--- src/rtl/mem_arbiter.sv ---
// mem_arbiter: two-master (IFU read-only, LSU read/write) arbiter for the
// single data memory port. One transaction is in flight at a time. When
// both masters request together, the grant alternates so that neither the
// fetch path nor the load/store path can starve the other.
module mem_arbiter #(
    parameter int ADDR_W = 32,
    parameter int DATA_W = 32
) (
    input  logic              clk,
    input  logic              rst,

    input  logic              ifu_req_valid,
    output logic              ifu_req_ready,
    input  logic [ADDR_W-1:0] ifu_req_addr,
    output logic              ifu_resp_valid,
    output logic [DATA_W-1:0] ifu_resp_rdata,

    input  logic              lsu_req_valid,
    output logic              lsu_req_ready,
    input  logic              lsu_req_wen,
    input  logic [ADDR_W-1:0] lsu_req_addr,
    input  logic [DATA_W-1:0] lsu_req_wdata,
    input  logic [7:0]        lsu_req_wmask,
    output logic              lsu_resp_valid,
    output logic [DATA_W-1:0] lsu_resp_rdata,

    output logic              mem_req_valid,
    input  logic              mem_req_ready,
    output logic              mem_req_wen,
    output logic [ADDR_W-1:0] mem_req_addr,
    output logic [DATA_W-1:0] mem_req_wdata,
    output logic [7:0]        mem_req_wmask,
    input  logic              mem_resp_valid,
    input  logic [DATA_W-1:0] mem_resp_rdata
);

    // Only the low DATA_W/8 mask bits correspond to real bytes.
    localparam int BYTES = DATA_W / 8;
    localparam logic [7:0] MASK_USED = (BYTES >= 8) ? 8'hFF : 8'((9'd1 << BYTES) - 9'd1);

    typedef enum logic [1:0] {
        S_IDLE,
        S_REQ,
        S_WAIT
    } state_t;

    typedef enum logic {
        M_IFU,
        M_LSU
    } master_t;

    state_t            r_state;
    master_t           r_owner;
    master_t           r_lastGrant;
    logic              r_wen;
    logic [ADDR_W-1:0] r_addr;
    logic [DATA_W-1:0] r_wdata;
    logic [7:0]        r_wmask;

    logic w_grantIfu;
    logic w_grantLsu;
    logic w_idle;
    logic w_respFire;

    // On a tie the master that did not win last time is chosen; the two
    // grant terms are mutually exclusive by construction.
    assign w_grantIfu = ifu_req_valid && (!lsu_req_valid || (r_lastGrant == M_LSU));
    assign w_grantLsu = lsu_req_valid && (!ifu_req_valid || (r_lastGrant == M_IFU));

    // Ready and response pulses are gated by rst so that nothing handshakes
    // while the block is held in reset.
    assign w_idle     = (r_state == S_IDLE) && !rst;
    assign w_respFire = (r_state == S_WAIT) && mem_resp_valid && !rst;

    assign ifu_req_ready  = w_idle && w_grantIfu;
    assign lsu_req_ready  = w_idle && w_grantLsu;

    assign ifu_resp_valid = w_respFire && (r_owner == M_IFU);
    assign lsu_resp_valid = w_respFire && (r_owner == M_LSU);
    assign ifu_resp_rdata = ifu_resp_valid ? mem_resp_rdata : '0;
    assign lsu_resp_rdata = (lsu_resp_valid && !r_wen) ? mem_resp_rdata : '0;

    assign mem_req_valid  = (r_state == S_REQ);
    assign mem_req_wen    = r_wen;
    assign mem_req_addr   = r_addr;
    assign mem_req_wdata  = r_wdata;
    assign mem_req_wmask  = r_wmask;

    // Transaction FSM: latch the granted request, present it to memory,
    // then wait for the response before accepting anything new.
    always_ff @(posedge clk or posedge rst) begin
        if (rst) begin
            r_state     <= S_IDLE;
            r_owner     <= M_IFU;
            r_lastGrant <= M_IFU;
            r_wen       <= 1'b0;
            r_addr      <= '0;
            r_wdata     <= '0;
            r_wmask     <= '0;
        end else begin
            case (r_state)
                S_IDLE: begin
                    if (w_grantLsu) begin
                        r_state     <= S_REQ;
                        r_owner     <= M_LSU;
                        r_lastGrant <= M_LSU;
                        r_wen       <= lsu_req_wen;
                        r_addr      <= lsu_req_addr;
                        r_wdata     <= lsu_req_wdata;
                        r_wmask     <= lsu_req_wmask & MASK_USED;
                    end else if (w_grantIfu) begin
                        r_state     <= S_REQ;
                        r_owner     <= M_IFU;
                        r_lastGrant <= M_IFU;
                        r_wen       <= 1'b0;
                        r_addr      <= ifu_req_addr;
                        r_wdata     <= '0;
                        r_wmask     <= '0;
                    end
                end
                S_REQ: begin
                    if (mem_req_ready) begin
                        r_state <= S_WAIT;
                    end
                end
                S_WAIT: begin
                    if (mem_resp_valid) begin
                        r_state <= S_IDLE;
                    end
                end
                default: begin
                    r_state <= S_IDLE;
                end
            endcase
        end
    end

endmodule
--- config.mk ---
export PLATFORM = sky130hd
export DESIGN_NAME = mem_arbiter
export DESIGN_NICKNAME = d
export VERILOG_FILES = /design/src/rtl/mem_arbiter.sv
export SDC_FILE = /design/constraint.sdc
export NUM_CORES = 1
export LEC_CHECK = 0
export BUFFER_PORTS_ARGS = -buffer_cell sky130_fd_sc_hd__buf_4
export CORE_AREA = 3 3 108 110
export DETAILED_ROUTE_END_ITERATION = 8
export DIE_AREA = 0 0 111 113
export PLACE_DENSITY = 0.74
export SLEW_MARGIN = 20
export SYNTH_ARGS = -nofsm -noshare
export SYNTH_HDL_FRONTEND = slang
export SYNTH_SLANG_ARGS = --single-unit
--- constraint.sdc ---
create_clock -name clk -period 3.7 [get_ports clk]
set_input_delay 0.555 -clock clk [delete_from_list [all_inputs] [get_ports clk]]
set_output_delay 0.555 -clock clk [all_outputs]
set_load 0.02 [all_outputs]
* Word level (Yosys, flattened, before mapping)
Cells that the tools add are included.
** Storage, ports and cells
- Bits in writable memories :: 0
- Bits in registers :: 76
- Bits in latches :: 0
- Output and inout bits :: 142
- Bits of input ports :: 143
- Logic and storage cells :: 48
- Memories :: 0
- Bits in read-only memories :: 0
** Operators by class
- Bitwise logic cells :: 1
- Add/subtract/negate cells :: 0
- Equal/unequal tests :: 5
- Divide/modulo/power cells :: 0
- Order comparisons :: 0
- Multiply operators :: 0
- Reduce and logical (&&, ||, !) cells :: 20
- Shift operators :: 0
- Mux-type cells :: 16
** Operators by type and width (number)
- 32-bit two-way mux :: 6
- 8-bit two-way mux :: 2
- 1-bit logical AND :: 10
- 2-bit two-way mux :: 4
- 2-bit case mux with 3 select lines :: 1
- 1-bit logical NOT :: 4
- 1-bit two-way mux :: 3
- 3-bit != test (second input constant) :: 1
- 3-bit AND reduction :: 1
- 2-bit by 1-bit == test with 1-bit output (second input constant) :: 1
- 2-bit == test (second input constant) :: 1
- 2-bit logical NOT :: 1
- 1-bit logical OR :: 2
- 2-bit by 1-bit != test with 1-bit output (second input constant) :: 1
- 2-bit != test (second input constant) :: 1
- 2-bit AND reduction :: 1
- 2-bit nonzero test :: 1
- 1-bit NOT :: 1

* Longest topological paths before layout
Gate-level depths: netlist of run 1.
- Depth in word-level cells :: 6
- Mapped depth :: 6
- Mapped depth without buffers :: 4

* Least setup slack after synthesis of run 1
No wires, ideal clock.
- Path type :: input-to-output
- From :: input rst
- To :: output ifu_req_ready
- Path buffers :: 0
- Arrival :: 2.645 ns
- Data required time :: 3.145 ns
- Stages :: 3
- Slack :: 0.500 ns
- Cells stage by stage :: inv_1 > nand3_1 > a21oi_1
** On the way
- Word-level cells in the longest chain between the ends :: 3
** RTL lines
- from (decl) :: line 10 : input logic rst,
- 1-bit logical NOT (no line)
- 1-bit logical AND :: line 72 : assign w_idle = (r_state == S_IDLE) && !rst;
- 1-bit logical AND :: line 75 : assign ifu_req_ready = w_idle && w_grantIfu;
- to (decl) :: line 13 : output logic ifu_req_ready,
Every way passes these cells.

* Worst setup path after layout of run 1
- From :: register r_state[0]
- To :: output lsu_resp_rdata[18]
** On the way
- Word-level cells in the longest chain between the ends :: 6
** RTL lines
- from (decl) :: line 52 : state_t r_state;
- from (signal assigned) :: line 93 : r_state <= S_IDLE;
- from (signal assigned) :: line 104 : r_state <= S_REQ;
- from (signal assigned) :: line 112 : r_state <= S_REQ;
- 2-bit == test :: line 73 : assign w_respFire = (r_state == S_WAIT) && mem_resp_valid && !rst;
- 1-bit logical AND (2 in a row) :: line 73
- 1-bit logical AND :: line 79 : assign lsu_resp_valid = w_respFire && (r_owner == M_LSU);
- 1-bit logical AND :: line 81 : assign lsu_resp_rdata = (lsu_resp_valid && !r_wen) ? mem_resp_rdata : '0;
- 32-bit two-way mux :: line 81
- to (decl) :: line 25 : output logic [DATA_W-1:0] lsu_resp_rdata,
Every way passes these cells.

==> reports/results.ini, run 1 <==
[outcome]
status=completed

[layout]
areaGrowthSynthToFinish_pct=68.1
layout-drive-gt1-share_pct=60.4
seqCellArea_um2=1800
filler_cell_count=941
multi_input_area_um2=1580
instances_no_fill=700
diodes=0
nets=698

[worst_setup_path]
slowest_stage=dfrtp_1
path_class=reg2out
crit_arrival_ns=1.87
slowest_delay_ns=0.44
critPathMostFrequentCell=buf_4
start_kind=register
r2r_cells=4
cp-end-kind=primary output
worstPathRequired_ns=3.14
path_max_fanout=32
crit_chain=nand4bb_1, nor3_2, buf_4, and2_1, buf_4

[floorplan]
fp.dieArea_um2=12500
start_util_pct=32.5
die_w_um=111
die_h_um=113
rows=38
coreArea_um2=10800
ios=285

[placement]
numPortBuffers=276
place_congestion=0.815
dp_hpwl_um=8710
dp.cells=684

[global_route]
grt_use_met1_pct=20.9
met2_usage_pct=29.0
grt_max_degree=73
grt_pass1_vias=3307
track_usage_pct=16.8
grt_first_pass_wirelength_um=17000
grt_antenna_before_repair=0
grt-busiest-layer=met2
grt_use_met3_pct=4.49
gr-total-overflow=0

[synth]
syn_inst=283
synth_edf_count=0
synth_ff_type=dfrtp_1
yosysWarnings=0
synth_area_um2=3510
syn_avg_cell_area_um2=12.4
seq_area_frac_synth_pct=51.4
async_flop_share_pct=100
yosys_register_bits=72
synth.distinct_cells=23

[timing]
worst_clock_skew_ns=0.0105
rsz0062_at_grt=false
finalSetupTns_ns=0
hold_violations=0
drv_slew=0
tightest_slew_ns=0.943
setup_viol_count_final=0
slew_headroom_pct=37.1
fin_crit_ns=2.43
clock.fmax_mhz=412
fin_crit_sh_pct=65.7

[power]
leakagePower_nw=3.07
p_switching_mw=1.64
seqPwrFrac_pct=33.5
pwr_density_cell_nw_per_um2=711
swShare_pct=39.1
p_int_mw=2.55
peakVddDrop_uv=395
clockPowerShare_pct=15.0
finalPower_mw=4.19
pwr-share-comb_pct=51.5

[clocking]
clk_path_buf_depth=2
cts.sink_count=72
cts_resized=0
cts_inserted_buffers=9
clockRootBuffer=clkbuf_8
clock_latency_ns=0.34
holdBufCountCts=0
post_cts_buffers=0
h-tree-depth=3
path_clk_slew_ns=0.09
cts_tree=yes

[detailed_routing]
avgViaCountPerCell=4.55
detail_route.wl_per_cell_um=15.8
first_pass_iters=4
antenna_left=0
vias=3183
routed_wl_um=11100
drc=0
drt_iter0_drc=84

[min_path]
min-delay-path-class=in2reg
holdPathStages=2

[run]
drv_cap=0

per-stage QoR:
stage	util, %	setup slack (ns)	cell area [µm²]	hold WS [ns]
3_3_place_gp	52.7	1.16	5690	0.488
2_1_floorplan	-	0.500	3520	0.496
4_1_cts	54.6	1.24	5900	0.406
3_5_place_dp	52.7	1.06	5690	0.494
5_1_grt	54.6	1.12	5900	0.412
6_report	54.6	1.27	5900	0.429
power by group through the flow:
stage | Clock, mW | Combinational (mW) | Sequential (mW)
CTS | 0.658 | 2.20 | 1.41
global route | 0.688 | 2.31 | 1.46
global placement | 0 | 2.16 | 1.40
floorplan | 0 | 0.795 | 1.85
detailed placement | 0 | 2.20 | 1.41
finish | 0.629 | 2.16 | 1.41
critical path, delay by kind of cell (launching register included):
family / cells / cell delay (ns)
DFF: 1 / 0.44
and+or+nand+nor: 3 / 0.67
buffers and inverters: 2 / 0.44
layout by cell type (no fill, tap or decap), drive strengths merged, types with 2 or more instances in the layout:
cell    netlist  layout
a22o         37      37
and2         64      64
buf          16     283
clkbuf        9       9
clkinv        0       3
conb          1       4
dfrtp        72      72
inv           3       5
mux2         64      64
nand2b        2       2
nor2          3       3
nor3          2       2
o21ai         3       3
final timing paths:
kind / from / endpoint / slack [ns]
setup / recovery: r_state[0] / lsu_resp_rdata[18] / 1.27
hold / removal: lsu_req_wdata[20] / mem_req_wdata[20] / 0.43
setup reg to reg: r_lastGrant / mem_req_addr[17] / 1.47
hold reg to reg: mem_req_addr[24] / mem_req_addr[24] / 0.51
max in group asynchronous: rst / mem_req_wdata[0] / 2.59
min in group asynchronous: rst / mem_req_addr[31] / 0.52
synthesized netlist by cell type, drive strengths merged, types with 2 or more instances:
cell type / n / area share (%)
o21ai: 3 / 0.43
nor2: 3 / 0.32
dfrtp: 72 / 51
mux2: 64 / 21
a22o: 37 / 9.2
nand2b: 2 / 0.36
nor3: 2 / 0.29
and2: 64 / 11
inv: 3 / 0.32
clkbuf: 9 / 0.96
buf: 16 / 3.2
area by class of cell:
class / instances / share of cell area [%]
multi-input cells: 186 / 26.8
repair buffers: 283 / 36.0
well taps: 140 / 2.97
inverters: 3 / 0.191
flip-flops and latches: 72 / 30.6
clock buffers: 9 / 2.10
clock inverters: 7 / 1.36
layer usage:
metal / share of wire (%) / vias to the layer above
met5: 0 / -
met4: 1.1 / 0
met2: 51 / 134
met1: 40 / 1516
met3: 7.8 / 11
li1: - / 1522
cells by family (layout without fill, tap and decap cells):
kind of cell	after synthesis	after routing	share of synthesized area, %
AND/OR/NAND/NOR	75	75	13.1
AO/OA/AOI/OAI	43	43	10.3
buffers and inverters	28	302	4.53
flip-flops	72	72	51.4
multiplexers	64	64	20.5
other	1	4	0.107
flip-flops by register name, indices dropped and copies added, names as in the netlist:
register and cells:
mem_req_wmask 4, r_lastGrant 1, r_state 2, mem_req_wen 1, mem_req_addr 32, mem_req_wdata 32
No activity file was read; power rests on OpenSTA's default activity.
==> run 2, diff against run 1 <==
==> constraint.sdc (replaced) <==
create_clock -name clk -period 2.3 [get_ports clk]
set_input_delay 0.345 -clock clk [delete_from_list [all_inputs] [get_ports clk]]
set_output_delay 0.345 -clock clk [all_outputs]
set_load 0.02 [all_outputs]
==> run 2 against run 1 <==
Net effect:
- critical path depth unchanged
- sequential power up 61%
- non-clock buffer count up 3
- largest power group unchanged
==> reports/results.ini, run 2 (same netlist as run 1, synthesis figures left out) <==
[outcome]
status=completed

[detailed_routing]
routed_wl_um=11500
antenna_left=0
first_pass_iters=4
drc=0
drt_iter0_drc=71
vias=3193
detail_route.wl_per_cell_um=16.3
avgViaCountPerCell=4.54

[clocking]
path_clk_slew_ns=0.09
cts_tree=yes
post_cts_buffers=0
clk_path_buf_depth=2
cts_inserted_buffers=9
clockRootBuffer=clkbuf_8
clock_latency_ns=0.34
cts.sink_count=72
h-tree-depth=3

[layout]
diodes=0
nets=701
final_common_cell=buf_4
final_area_um2=5980
instances_no_fill=703
final_cell_mix=buf_4 (283), dfrtp_1 (72), and2_1 (64)
areaGrowthSynthToFinish_pct=70.6
layout-drive-gt1-share_pct=60.9
filler_cell_count=951
fin_util_pct=55.4

[worst_setup_path]
path_class=reg2out
crit_arrival_ns=1.81
r2r-start=r_state[1]
worstPathRequired_ns=1.96
cp-end-kind=primary output
crit_start=r_state[0]
start_kind=register
r2r_cells=5
path_max_fanout=16

[run]
drv_cap=0

[placement]
place_congestion=0.771
dp.cells=686
numPortBuffers=276
place_ws_ns=0.377
place_area_um2=5710
dp_hpwl_um=9070

[timing]
clock.fmax_mhz=464
worst_clock_skew_ns=0.0144
drv_slew=0
setup_ws_ns=0.143
hold_violations=0
finalSetupTns_ns=0
fin_crit_sh_pct=93.8
tightest_slew_ns=0.886
hold_ws_ns=0.209
rsz0062_at_grt=false
setup_viol_count_final=0
fin_crit_ns=2.16
slew_headroom_pct=40.9

[floorplan]
die_h_um=113
coreArea_um2=10800
ios=285
die_w_um=111
fp.dieArea_um2=12500
rows=38
start_util_pct=32.5

[min_path]
min_from=lsu_req_wdata[14]
holdPathStages=2
min-delay-path-class=in2reg

[global_route]
grt_first_pass_wirelength_um=17400
grt_max_degree=73
gr-total-overflow=0
track_usage_pct=17.2
grt_pass1_vias=3352
grt_antenna_before_repair=0

[power]
peakVddDrop_uv=694
finalPower_mw=7.01
leakagePower_nw=3.10
pwr_density_cell_nw_per_um2=1170

run 2: layout make-up:
cell class              instances  area (µm²)  share of cell area (%)
clock inverters                 7         126                    2.11
inverters                       3        15.0                   0.251
well taps                     140         175                    2.93
repair buffers                286        2150                    36.0
clock buffers                   9         124                    2.07
multi-input cells             186        1590                    26.5
flip-flops and latches         72        1800                    30.1
run 2: critical path, cell delays in order, from the launching register on:
cell and delay, ns:
dfrtp_1 0.43, nand4bb_2 0.31, nor2_2 0.18, clkbuf_4 0.27, and2_1 0.16, buf_4 0.14
run 2: worst paths after layout:
check	endpoint	slack (ns)
worst max-delay path	ifu_resp_rdata[26]	0.14
worst min-delay path	mem_req_wdata[14]	0.21
worst max register to register	mem_req_wdata[7]	0.64
worst min register to register	mem_req_addr[27]	0.51
max in group asynchronous	r_lastGrant	1.40
min in group asynchronous	mem_req_addr[3]	0.32
run 2: what timing repair did:
action,CTS,global route
hold endpoints to repair,0,0
setup endpoints to repair,0,4
resized for setup,0,5
hold buffers,0,0
run 2: where the power goes:
part | switching (mW) | total [mW] | internal, mW
Sequential | 0.374 | 2.27 | 1.90
Clock | 0.508 | 1.24 | 0.736
Combinational | 1.78 | 3.50 | 1.72
Total | 2.66 | 7.01 | 4.35
run 2: layer usage:
metal	vias up	GRT usage [%]	routed length [µm]
met3	10	5.40	955
met5	-	0	0
met4	0	4.68	95
met2	145	29.2	5690
met1	1514	21.3	4720
li1	1524	-	-
